## src/rtl/mem_port_arbiter_pkg.sv

```systemverilog
// mem_port_arbiter_pkg
//   Shared encodings for the unified memory port arbiter: FSM state codes and
//   the owner code of the access currently in flight.
package mem_port_arbiter_pkg;

  typedef enum logic [1:0] {
    S_IDLE  = 2'd0,
    S_ISSUE = 2'd1,
    S_WAIT  = 2'd2,
    S_RESP  = 2'd3
  } arb_state_t;

  typedef enum logic {
    OWN_IF = 1'b0,
    OWN_DM = 1'b1
  } owner_t;

endpackage

```

## src/rtl/mem_arb_pick.sv

```systemverilog
// mem_arb_pick
//   Owner selection between fetch and data requesters. Data wins unless fetch
//   has already been passed over STARVE_MAX times in a row.
// Ports:
//   clk, rst      clock, asynchronous active-low reset
//   if_req        fetch request
//   dm_req        data request
//   grant         an access is being granted this cycle (owner is latched)
//   owner         combinational winner for the current requests
module mem_arb_pick
  import mem_port_arbiter_pkg::*;
#(
  parameter int STARVE_MAX = 3
) (
  input  logic   clk,
  input  logic   rst,
  input  logic   if_req,
  input  logic   dm_req,
  input  logic   grant,
  output owner_t owner
);

  localparam int SW = $clog2(STARVE_MAX + 1);

  logic [SW-1:0] starve_cnt;

  always_comb begin
    owner = OWN_IF;
    if (dm_req && (!if_req || (starve_cnt < SW'(STARVE_MAX))))
      owner = OWN_DM;
  end

  // Counts data grants that happened while fetch was waiting; any grant that
  // did not pass fetch over resets the count.
  always_ff @(posedge clk or negedge rst) begin
    if (!rst) begin
      starve_cnt <= '0;
    end else if (grant) begin
      if ((owner == OWN_DM) && if_req) begin
        if (starve_cnt < SW'(STARVE_MAX))
          starve_cnt <= starve_cnt + 1'b1;
      end else begin
        starve_cnt <= '0;
      end
    end
  end

endmodule

```

## src/rtl/mem_port_arbiter.sv

```systemverilog
// mem_port_arbiter
//   Shares one single-ported 16-bit memory between the instruction-fetch port
//   and the data port. One access at a time: grant, issue, wait, respond.
//   Misaligned addresses and memory timeouts complete with acc_err.
// Ports:
//   clk, rst                    clock, asynchronous active-low reset
//   if_req, if_addr             fetch request (read only)
//   dm_req, dm_wr, dm_addr,
//   dm_wdata                    data request (load or store)
//   if_ack, dm_ack              one-cycle completion pulses
//   rdata, acc_err              response data / error, valid with an ack
//   busy                        access in progress
//   mem_en, mem_wr, mem_addr,
//   mem_wdata                   memory request (mem_en is a one-cycle strobe)
//   mem_rdata, mem_done         memory response
//
// state   | meaning
// --------+---------------------------------------------------------
// S_IDLE  | waiting for a request; owner picked and request latched
// S_ISSUE | mem_en strobe cycle; zero-latency completion accepted
// S_WAIT  | waiting for mem_done, bounded by TIMEOUT cycles
// S_RESP  | ack pulse to owner with rdata/acc_err
module mem_port_arbiter
  import mem_port_arbiter_pkg::*;
#(
  parameter int STARVE_MAX = 3,
  parameter int TIMEOUT    = 15
) (
  input  logic        clk,
  input  logic        rst,
  input  logic        if_req,
  input  logic [15:0] if_addr,
  input  logic        dm_req,
  input  logic        dm_wr,
  input  logic [15:0] dm_addr,
  input  logic [15:0] dm_wdata,
  output logic        if_ack,
  output logic        dm_ack,
  output logic [15:0] rdata,
  output logic        acc_err,
  output logic        busy,
  output logic        mem_en,
  output logic        mem_wr,
  output logic [15:0] mem_addr,
  output logic [15:0] mem_wdata,
  input  logic [15:0] mem_rdata,
  input  logic        mem_done
);

  localparam int TW = $clog2(TIMEOUT) + 1;

  arb_state_t  state;
  owner_t      owner;
  owner_t      pick_owner;
  logic        grant;
  logic [15:0] sel_addr;
  logic [TW-1:0] tcnt;

  assign grant    = (state == S_IDLE) && (if_req || dm_req);
  assign sel_addr = (pick_owner == OWN_DM) ? dm_addr : if_addr;

  mem_arb_pick #(
    .STARVE_MAX (STARVE_MAX)
  ) u_pick (
    .clk    (clk),
    .rst    (rst),
    .if_req (if_req),
    .dm_req (dm_req),
    .grant  (grant),
    .owner  (pick_owner)
  );

  // The latched request lives directly in the mem_* output registers, so the
  // memory sees stable address/data for the whole access.
  always_ff @(posedge clk or negedge rst) begin
    if (!rst) begin
      state     <= S_IDLE;
      owner     <= OWN_IF;
      tcnt      <= '0;
      if_ack    <= 1'b0;
      dm_ack    <= 1'b0;
      rdata     <= '0;
      acc_err   <= 1'b0;
      busy      <= 1'b0;
      mem_en    <= 1'b0;
      mem_wr    <= 1'b0;
      mem_addr  <= '0;
      mem_wdata <= '0;
    end else begin
      mem_en <= 1'b0;
      if_ack <= 1'b0;
      dm_ack <= 1'b0;
      case (state)
        S_IDLE: begin
          if (grant) begin
            owner     <= pick_owner;
            busy      <= 1'b1;
            mem_addr  <= sel_addr;
            mem_wr    <= (pick_owner == OWN_DM) && dm_wr;
            mem_wdata <= (pick_owner == OWN_DM) ? dm_wdata : 16'h0000;
            if (sel_addr[0]) begin
              acc_err <= 1'b1;
              rdata   <= '0;
              if_ack  <= (pick_owner == OWN_IF);
              dm_ack  <= (pick_owner == OWN_DM);
              state   <= S_RESP;
            end else begin
              acc_err <= 1'b0;
              mem_en  <= 1'b1;
              state   <= S_ISSUE;
            end
          end
        end
        S_ISSUE: begin
          tcnt <= '0;
          if (mem_done) begin
            rdata  <= mem_wr ? 16'h0000 : mem_rdata;
            if_ack <= (owner == OWN_IF);
            dm_ack <= (owner == OWN_DM);
            state  <= S_RESP;
          end else begin
            state <= S_WAIT;
          end
        end
        S_WAIT: begin
          if (mem_done) begin
            rdata  <= mem_wr ? 16'h0000 : mem_rdata;
            if_ack <= (owner == OWN_IF);
            dm_ack <= (owner == OWN_DM);
            state  <= S_RESP;
          end else if (tcnt == TW'(TIMEOUT - 1)) begin
            acc_err <= 1'b1;
            rdata   <= '0;
            if_ack  <= (owner == OWN_IF);
            dm_ack  <= (owner == OWN_DM);
            state   <= S_RESP;
          end else begin
            tcnt <= tcnt + 1'b1;
          end
        end
        S_RESP: begin
          busy  <= 1'b0;
          state <= S_IDLE;
        end
        default: state <= S_IDLE;
      endcase
    end
  end

endmodule

```

## config.mk

```make
export PLATFORM = sky130hd
export DESIGN_NAME = mem_port_arbiter
export DESIGN_NICKNAME = d
export VERILOG_FILES = /design/src/rtl/mem_port_arbiter_pkg.sv /design/src/rtl/mem_arb_pick.sv /design/src/rtl/mem_port_arbiter.sv
export SDC_FILE = /design/constraint.sdc
export NUM_CORES = 1
export LEC_CHECK = 0
export ABC_CLOCK_PERIOD_IN_PS = 3700
export CORE_MARGIN = 4
export CORE_UTILIZATION = 35
export DETAILED_ROUTE_END_ITERATION = 6
export PLACE_DENSITY = 0.68
export SLEW_MARGIN = 20
export SYNTH_ARGS = -nofsm -noshare
export SYNTH_HDL_FRONTEND = slang
export SYNTH_HIERARCHICAL = 1
export SYNTH_SLANG_ARGS = --single-unit
export TNS_END_PERCENT = 5
```

## constraint.sdc

```tcl
create_clock -name clk -period 3.7 [get_ports clk]
set_input_delay 0.37 -clock clk [delete_from_list [all_inputs] [get_ports clk]]
set_output_delay 0.37 -clock clk [all_outputs]
set_load 0.01 [all_outputs]
```

==> flow_summary.json <==
{
  "synth_seq_cells": 64,
  "h-tree-depth": 3,
  "syn_inst": 298,
  "hold_ws_ps": 456,
  "die_w_um": 100,
  "grt_overflow": 0,
  "setup_violations": 0,
  "critPathCaptureType": "register",
  "pwr-share-comb": 0.467,
  "synth_cell_types": 30,
  "final_common_cell": "clkdlybuf4s50_1",
  "synth-edff-count": 0,
  "crit_type": "register to register",
  "p_per_area_nw_per_um2": 732,
  "path_max_fanout": 16,
  "die-height_um": 100,
  "finalCritPeriodShare": 0.587,
  "synth_area_um2": 2980,
  "clkPwrFrac": 0.182,
  "worstReg2RegEnd": "rdata[9]",
  "switchingPower_mw": 1.19,
  "switching_share": 0.357,
  "rsz0062_at_grt": "false",
  "cellInternalPower_mw": 2.14,
  "routed_wl_um": 7400,
  "clock_path_buffers": 2,
  "syn_avg_cell_area_um2": 9.99,
  "drive_above_1_share": 0.0653,
  "cts_hold_buf": 0,
  "cts_tree": "done",
  "hold_viol_final": 0,
  "hold_path_class": "input pin to asynchronous set/reset pin",
  "viasPerCell": 4.60,
  "core_area_um2": 8260,
  "grt_use_total": 0.155,
  "row_count": 33,
  "hpwl_um": 5430,
  "fp.dieArea_um2": 10000,
  "grt_pass1_wl_um": 12300,
  "postCtsSetupBuffers": 0,
  "drt-initial-drc-count": 81,
  "drtAntennaViolNets": 0,
  "regToRegStartpoint": "state[0]",
  "port_buffers": 123,
  "ys_warn_count": 6,
  "seqPwrFrac": 0.351,
  "ys_seq_area_frac": 0.538,
  "worstPathArrival_ps": 2420,
  "vias": 2455,
  "peakVddDrop_mv": 0.341,
  "ios": 124,
  "n_fill_cell": 772,
  "async_flop_share": 1.00,
  "required_ps": 3950,
  "area_delta_synth_final_pct": 52.6,
  "drc": 0,
  "antennaDiodeCount": 0,
  "timing.final.crit_period_ps": 2170,
  "gp_congestion": 0.799,
  "skew_ps": 5.52,
  "fmax_mhz": 460,
  "syn-num-nets": 376,
  "nets": 502,
  "maxSlewViolCount": 0,
  "cts-resized-gates": 0,
  "setup_tns_ps": 0,
  "floorplan.initialDensity": 0.360,
  "outcome": "finished, final reports clean",
  "path_clk_slew_ps": 70,
  "worst_setup_path_start_kind": "register",
  "numCtsBuffers": 9,
  "grt_antenna_before_repair": 0,
  "worstMarginPinSlew_ps": 1040,
  "relSlewSlack": 0.301,
  "worst_r2r_path_depth": 6,
  "reg2reg_slack_ps": 1530,
  "p_leak_nw": 2.13,
  "synth_flop_cell": "dfrtp_1",
  "grt_max_degree": 49,
  "cts_sinks": 64,
  "root_buffer": "clkbuf_8",
  "dr.pass1.iters": 4,
  "max-cap-violations": 0,
  "clk_latency_ps": 330,
  "final_cell_mix": "122 x clkdlybuf4s50_1, 76 x nand2_1, 64 x dfrtp_1",
  "wl_per_cell_um": 13.9,
  "grt_pass1_vias": 2529
}
-- cell families after synthesis --
| group | synth area share |
|---|---|
| flops | 0.538 |
| simple gates | 0.181 |
| mux | 0.111 |
| buf+inv | 0.0534 |
| compound gates | 0.0769 |
| xor+xnor | 0.00589 |
| fa+ha+maj | 0.0336 |
-- per-layer routing --
layer / track usage / routed length [um] / up-vias
met4: 0.0373 / 27 / 0
met1: 0.196 / 3260 / 1140
met2: 0.247 / 3530 / 75
met5: 0 / 0 / -
li1: - / - / 1236
met3: 0.0625 / 586 / 4
-- registers in the layout, summed over array words and instances (netlist names), 2 cells and up --
register and flops:
mem_addr 16, u_pick/starve_cnt 2, rdata 16, tcnt 5
state 2, mem_wdata 16
-- area by class of cell --
class / instances / area (um2) / share of cell area
Sequential cell: 64 / 1600 / 0.353
Timing Repair Buffer: 128 / 1280 / 0.281
Tap cell: 105 / 131 / 0.0289
Inverter: 25 / 93.8 / 0.0207
Clock buffer: 13 / 159 / 0.0350
Clock inverter: 3 / 40.0 / 0.00881
Multi-Input combinational cell: 196 / 1240 / 0.273
-- cells in the mapped netlist (2+ instances only) --
cell type | n | share of area
nand2_1 | 76 | 0.096
dfrtp_1 | 64 | 0.54
mux2i_1 | 33 | 0.11
inv_1 | 25 | 0.032
o21ai_0 | 23 | 0.039
nand3_1 | 22 | 0.037
ha_1 | 8 | 0.034
a21oi_1 | 7 | 0.012
nor2_1 | 5 | 0.0063
buf_2 | 4 | 0.0067
clkbuf_1 | 4 | 0.0050
nand2b_1 | 4 | 0.0084
buf_1 | 3 | 0.0038
nor3b_2 | 2 | 0.0084
o22a_1 | 2 | 0.0059
xor2_1 | 2 | 0.0059
-- critical path, cell delays in order, from the launching register on --
cell	delay (ps)
dfrtp_1	450
inv_1	110
ha_1	240
a21oi_1	110
nor3b_2	840
nand2_1	150
mux2i_1	180
-- per-stage QoR --
stage               total power [mW]  std cells  instance area (um2)   util  worst slack, ps
finish                          3.33        534                 4540  0.550             1530
global route                    3.59        534                 4540  0.550             1320
CTS                             3.38        532                 4510  0.547             1500
detailed placement              2.76        516                 4310  0.522             1350
global placement                2.71        516                 4310  0.522             1440
floorplan                       1.98        298                 2980      -             1880
-- power groups by stage --
| stage | Combinational, mW | Clock (mW) | Sequential, mW |
|---|---|---|---|
| finish | 1.55 | 0.605 | 1.17 |
| global route | 1.72 | 0.658 | 1.22 |
| CTS | 1.58 | 0.625 | 1.17 |
| detailed placement | 1.58 | 0 | 1.18 |
| global placement | 1.54 | 0 | 1.17 |
| floorplan | 0.697 | 0 | 1.28 |
-- worst max path at each step --
stage	from	cells past startpoint	endpoint	slack, ps
floorplan	u_pick/starve_cnt[0]	8	rdata[0]	1880
global placement	mem_done	5	rdata[2]	1440
detailed placement	mem_done	5	rdata[9]	1350
CTS	state[0]	6	rdata[9]	1500
global route	state[0]	6	rdata[4]	1320
finish	state[0]	6	rdata[9]	1530
Note: power is estimated with default switching activity, not from simulation.
